--- config.mk ---
export PLATFORM = sky130hd
export DESIGN_NAME = moravec_score_unit
export DESIGN_NICKNAME = d
export VERILOG_FILES = /design/src/rtl/moravec_score_unit.sv
export SDC_FILE = /design/constraint.sdc
export NUM_CORES = 1
export LEC_CHECK = 0
export ABC_AREA = 1
export BUFFER_PORTS_ARGS = -buffer_cell sky130_fd_sc_hd__buf_2
export CAP_MARGIN = 20
export CELL_PAD_IN_SITES_DETAIL_PLACEMENT = 0
export CELL_PAD_IN_SITES_GLOBAL_PLACEMENT = 2
export CORE_MARGIN = 2
export CORE_UTILIZATION = 35
export CTS_CLUSTER_DIAMETER = 60
export DETAILED_ROUTE_END_ITERATION = 12
export PLACE_DENSITY_LB_ADDON = 0.25
export SLEW_MARGIN = 40
export SYNTH_ARGS = -nofsm -noshare
export SYNTH_HDL_FRONTEND = slang
export SYNTH_SLANG_ARGS = --single-unit
--- constraint.sdc ---
create_clock -name clk -period 7.2 [get_ports clk]
set_input_delay 0.72 -clock clk [delete_from_list [all_inputs] [get_ports clk]]
set_output_delay 0.72 -clock clk [all_outputs]
set_load 0.02 [all_outputs]
--- src/rtl/moravec_score_unit.sv ---
// Moravec corner score: per-direction SSD accumulation, min search, result hold.
// Optional MORAVEC_THRESH_EN builds the corner-threshold comparator.
module moravec_score_unit #(
  parameter int PIX_W = 8,
  parameter int NDIR  = 4,
  parameter int WIN   = 9,
  localparam int SSD_W = 2*PIX_W + $clog2(WIN),
  localparam int DIR_W = $clog2(NDIR)
) (
  input  logic                   clk,
  input  logic                   rst_n,
  input  logic                   flush,
  input  logic                   in_valid,
  output logic                   in_ready,
  input  logic [PIX_W-1:0]       in_center,
  input  logic [NDIR*PIX_W-1:0]  in_target,
  input  logic [SSD_W-1:0]       thresh,
  output logic                   out_valid,
  input  logic                   out_ready,
  output logic [SSD_W-1:0]       out_score,
  output logic [DIR_W-1:0]       out_dir,
  output logic                   out_corner
);

  localparam int CW = $clog2(WIN);

  typedef enum logic [1:0] {
    ACC = 2'd0,
    MIN = 2'd1,
    OUT = 2'd2
  } state_t;

  state_t state, nstate;

  logic [CW-1:0]    cnt;
  logic [DIR_W-1:0] idx;
  logic [SSD_W-1:0] acc [NDIR];
  logic [SSD_W-1:0] minv;
  logic [DIR_W-1:0] mind;
  logic             rdy;

  logic [2*PIX_W-1:0] sq [NDIR];
  logic               fire_in;
  logic               last_beat;
  logic               last_dir;
  logic [SSD_W-1:0]   cand;
  logic               take;
  logic [SSD_W-1:0]   nminv;
  logic [DIR_W-1:0]   nmind;
  logic               corner_n;

  // |target - center| equals the magnitude of the signed difference,
  // so its square is the exact, untruncated squared difference.
  for (genvar g = 0; g < NDIR; g++) begin : g_sq
    logic [PIX_W-1:0]   t;
    logic [PIX_W-1:0]   ad;
    logic [2*PIX_W-1:0] adw;
    assign t   = in_target[g*PIX_W +: PIX_W];
    assign ad  = (t >= in_center) ? t - in_center
                                  : in_center - t;
    assign adw = {{PIX_W{1'b0}}, ad};
    assign sq[g] = adw * adw;
  end

  assign in_ready  = rdy && (state == ACC);
  assign fire_in   = in_valid && in_ready;
  assign last_beat = fire_in && (cnt == CW'(WIN-1));
  assign last_dir  = (idx == DIR_W'(NDIR-1));

  // Running-min step: first direction always loads, later ones only
  // replace on strictly smaller, so ties keep the lowest index.
  assign cand  = acc[idx];
  assign take  = (idx == '0) || (cand < minv);
  assign nminv = take ? cand : minv;
  assign nmind = take ? idx  : mind;

`ifdef MORAVEC_THRESH_EN
  assign corner_n = (nminv > thresh);
`else
  logic unused_thresh;
  assign unused_thresh = ^thresh;
  assign corner_n      = 1'b0;
`endif

  // Next-state selection; flush overrides everything.
  always_comb begin
    nstate = state;
    unique case (state)
      ACC:     if (last_beat) nstate = MIN;
      MIN:     if (last_dir)  nstate = OUT;
      OUT:     if (out_ready) nstate = ACC;
      default: nstate = ACC;
    endcase
    if (flush) nstate = ACC;
  end

  // Datapath and registered outputs.
  always_ff @(posedge clk or negedge rst_n) begin
    if (!rst_n) begin
      state      <= ACC;
      rdy        <= 1'b0;
      cnt        <= '0;
      idx        <= '0;
      minv       <= '0;
      mind       <= '0;
      out_valid  <= 1'b0;
      out_score  <= '0;
      out_dir    <= '0;
      out_corner <= 1'b0;
      for (int d = 0; d < NDIR; d++) acc[d] <= '0;
    end else begin
      state <= nstate;
      rdy   <= 1'b1;
      if (flush) begin
        cnt       <= '0;
        idx       <= '0;
        out_valid <= 1'b0;
        for (int d = 0; d < NDIR; d++) acc[d] <= '0;
      end else begin
        unique case (state)
          ACC: begin
            if (fire_in) begin
              cnt <= last_beat ? '0 : cnt + 1'b1;
              for (int d = 0; d < NDIR; d++)
                acc[d] <= acc[d] + SSD_W'(sq[d]);
            end
          end
          MIN: begin
            minv <= nminv;
            mind <= nmind;
            idx  <= last_dir ? '0 : idx + 1'b1;
            if (last_dir) begin
              out_valid  <= 1'b1;
              out_score  <= nminv;
              out_dir    <= nmind;
              out_corner <= corner_n;
            end
          end
          OUT: begin
            if (out_ready) begin
              out_valid <= 1'b0;
              for (int d = 0; d < NDIR; d++) acc[d] <= '0;
            end
          end
          default: ;
        endcase
      end
    end
  end

endmodule

==> results.txt <==
- After routing, the total negative slack on setup checks comes to 0 ps.
* TritonCTS clock tree: yes
- The repair_antennas step left the layout with diodes totalling 0.
- Clock-pin slew was measured on the worst setup and hold paths at 70 ps.
- Pin count of the biggest net entering global routing: 70
- Post-route fraction of the period consumed by the critical path: 91.6%
- CTS sink cnt: 134
- Maximum clock skew at final layout: 10.9 ps
- The share of the Yosys chip area taken by registers is 17.9%.
- First-pass GRT wire length: 86900 µm
- The synthesized netlist contains 49 unique library cells.
* Unrepaired setup endpoints after global routing: no
- Core region area: 52800 µm²
- After detailed routing, the number of remaining DRC violations is 0.
- Vias in the first global route: 16.2k
* Vias: 15.8k
* Post-synthesis net count: 3003
* Cells taking the most area after synthesis: sky130_fd_sc_hd__dfrtp_1 (18%), sky130_fd_sc_hd__ha_1 (17%), sky130_fd_sc_hd__fa_1 (17%)
- After the last flow step, the layout net total stands at 3055.
* Post-CTS Hold Buffers: 0
* Per-cell routed wire length: 16.0 µm
* Final Critical Period: 6600 ps
- Worst-Margin Slew: 780 ps
* Terminus of the critical flop-to-flop path: acc[35]
* Residual overflow from global routing: 0
- sky130_fd_sc_hd__dfrtp_1 takes more of the synthesized area than any other cell.
- H-tree depth: 4
- The initial utilization of the core area, before any placement, comes to 35.5%.
- Setup crit end kind: flop
- Post-synthesis instance area: 18700 µm²
- Across every metal layer, demand over resource in global routing totals 19.6%.
- Worst flop-to-flop path startpoint: acc[27]
- Yosys printed 0 warnings.
- Measured along the y axis, the die boundary spans 235 µm.
- Main flop type after synthesis: sky130_fd_sc_hd__dfrtp_1
- Worst Hold Class: input pin to async pin
* Data arrival time of the critical path: 6980 ps
- Area share of the largest cell type after synthesis: 17.9%
- Global placement routability congestion: 0.872
* Critical path start-end classification: input pin to flop
- Number of buffers created by CTS: 17
- The floorplan step defined a die boundary enclosing 55400 µm².
- DRT Wirelength: 52500 µm
- Category of the worst setup path launch point: input pin
- Worst-Skew Late Latency: 450 ps
- Counting flops and latches in the post-synthesis netlist gives 134.
- In this run the worst path has a maximum fanout of 9.
* Async SR Flop Fraction: 100%
- Data on the critical path is required at its endpoint by 7590 ps.
- Area grow syn2layout: 8.91%
- Hold Vio Cnt, Final: 0
* Total of max-cap violations: 0
- I/O Pins: 90
- The total count of max-transition violations in the final report is 0.
* Iter 0 DRT Violations: 835
* Worst-case reg-to-reg path depth: 18
* Mean number of vias per cell: 4.82
* Place WS: 98.4 ps
- Most used standard cell by instance count after synthesis: sky130_fd_sc_hd__nand2_1
* Final worst slack: 604 ps
- After clock tree synthesis, the setup repair step added 0 buffers.
- Gates resized during post-CTS repair numbered 0.
- In the synthesized netlist, the cells that appear most often are sky130_fd_sc_hd__nand2_1 (533), sky130_fd_sc_hd__inv_1 (522), sky130_fd_sc_hd__ha_1 (255).
- For flop-to-flop paths, the worst setup slack is 2760 ps.
- The initial antenna violation count was 0.
- Port buffering added 68 buffers.
- Routed Antenna Nets: 0
- Number of setup violations in the final report: 0
- No sink is reached through more buffers than the 2 on the longest clock path.
- Share of cells above drive strength 1: 7.52%
- Relative slew slack: 48.0%
- Timing would allow up to 0.152 GHz.
* Die W: 235 µm
* Gate count of the mapped netlist: 2527
- # rows: 84
* EDFF count, synth: 0
- After synthesis, the mean cell area works out to 7.41 µm².
* Placed wire-length estimate after detailed placement: 42500 µm
- Root buffer cell: sky130_fd_sc_hd__clkbuf_16
* Status: finished, final reports clean
- Number of search-and-repair iterations in the first detailed-routing pass: 5
[cells by family after synthesis]
group,synth area share (%)
xor+xnor,3.65
fa+ha+maj,33.7
buf+inv,12.2
flops,17.9
other cells,0.0401
compound gates,11.4
simple gates,21.0
[placed cells by master, fill, tap and decap left out, types with 5 or more instances in the layout]
master,count
sky130_fd_sc_hd__a21o_1,14
sky130_fd_sc_hd__a21oi_1,146
sky130_fd_sc_hd__a22o_1,12
sky130_fd_sc_hd__a31oi_1,5
sky130_fd_sc_hd__a32oi_1,19
sky130_fd_sc_hd__buf_2,67
sky130_fd_sc_hd__buf_4,16
sky130_fd_sc_hd__clkbuf_16,17
sky130_fd_sc_hd__dfrtp_1,133
sky130_fd_sc_hd__fa_1,156
sky130_fd_sc_hd__ha_1,255
sky130_fd_sc_hd__inv_1,519
sky130_fd_sc_hd__inv_2,15
sky130_fd_sc_hd__nand2_1,532
sky130_fd_sc_hd__nand2_2,22
sky130_fd_sc_hd__nand3_1,124
sky130_fd_sc_hd__nand4_1,10
sky130_fd_sc_hd__nor2_1,218
sky130_fd_sc_hd__nor2_2,13
sky130_fd_sc_hd__nor3_1,10
sky130_fd_sc_hd__o211ai_1,14
sky130_fd_sc_hd__o21ai_0,98
sky130_fd_sc_hd__o21ai_1,15
sky130_fd_sc_hd__o21ai_2,7
sky130_fd_sc_hd__o21bai_1,9
sky130_fd_sc_hd__o22ai_1,13
sky130_fd_sc_hd__or2_2,6
sky130_fd_sc_hd__xnor2_1,18
sky130_fd_sc_hd__xor2_1,57
[metrics by stage]
stage / std cells / hold slack, ps / utilization [%] / instance area [µm²]
after floorplan: 2527 / 424 / - / 18700
after global placement: 3248 / 457 / 37.5 / 19800
after detailed placement: 3248 / 461 / 37.5 / 19800
after CTS: 3280 / 298 / 38.7 / 20400
after global routing: 3280 / 319 / 38.7 / 20400
final: 3280 / 267 / 38.7 / 20400
[worst max-delay path, cell delays in order]
cell,delay (ps)
sky130_fd_sc_hd__buf_2,290
sky130_fd_sc_hd__inv_1,340
sky130_fd_sc_hd__fa_1,580
sky130_fd_sc_hd__nand3_1,100
sky130_fd_sc_hd__nand2_1,110
sky130_fd_sc_hd__o21ai_2,200
sky130_fd_sc_hd__nand2_4,110
sky130_fd_sc_hd__o21ai_1,240
sky130_fd_sc_hd__inv_2,150
sky130_fd_sc_hd__nor2_1,240
sky130_fd_sc_hd__inv_1,100
sky130_fd_sc_hd__fa_1,520
sky130_fd_sc_hd__inv_1,60
sky130_fd_sc_hd__fa_1,480
sky130_fd_sc_hd__fa_1,550
sky130_fd_sc_hd__inv_1,50
sky130_fd_sc_hd__fa_1,470
sky130_fd_sc_hd__inv_1,40
sky130_fd_sc_hd__ha_1,320
sky130_fd_sc_hd__nand2_1,70
sky130_fd_sc_hd__inv_1,40
sky130_fd_sc_hd__a21oi_1,400
sky130_fd_sc_hd__o21ai_0,290
sky130_fd_sc_hd__a21oi_1,260
sky130_fd_sc_hd__inv_1,60
sky130_fd_sc_hd__nand2_1,50
sky130_fd_sc_hd__nand3_1,70
sky130_fd_sc_hd__nand2_1,100
[layout make-up]
class / count / area (µm²)
inverters: 538 / 2020
repair buffers: 85 / 478
well taps: 688 / 861
clock buffers: 21 / 460
multi-input cells: 1803 / 13100
flip-flops and latches: 134 / 3350
clock inverters: 11 / 124
fillers: 5590 / 32400
[registers in the layout, indices dropped and copies added, names as in the netlist]
register	flops
out_score	20
rdy	1
out_valid	1
minv	20
state	2
idx	2
cnt	4
out_dir	2
acc	80
mind	2
[per-layer routing]
| layer | share of wire [%] | vias up | track usage (%) |
|---|---|---|---|
| met3 | 3.1 | 35 | 2.30 |
| met4 | 1.7 | 0 | 4.44 |
| met1 | 49 | 7478 | 26.9 |
| li1 | - | 8007 | - |
| met5 | 0 | - | 0 |
| met2 | 46 | 280 | 33.1 |
[how the worst max path moves through the flow]
stage	start	endpoint
after floorplan	in_center[1]	acc[16]
after global placement	in_center[1]	acc[18]
after detailed placement	in_center[1]	acc[35]
after CTS	in_center[1]	acc[35]
after global routing	in_center[1]	acc[35]
final	in_center[1]	acc[35]
Power is not shown: default switching activity piles up to over one toggle a cycle in this logic, so the estimate is an artifact.
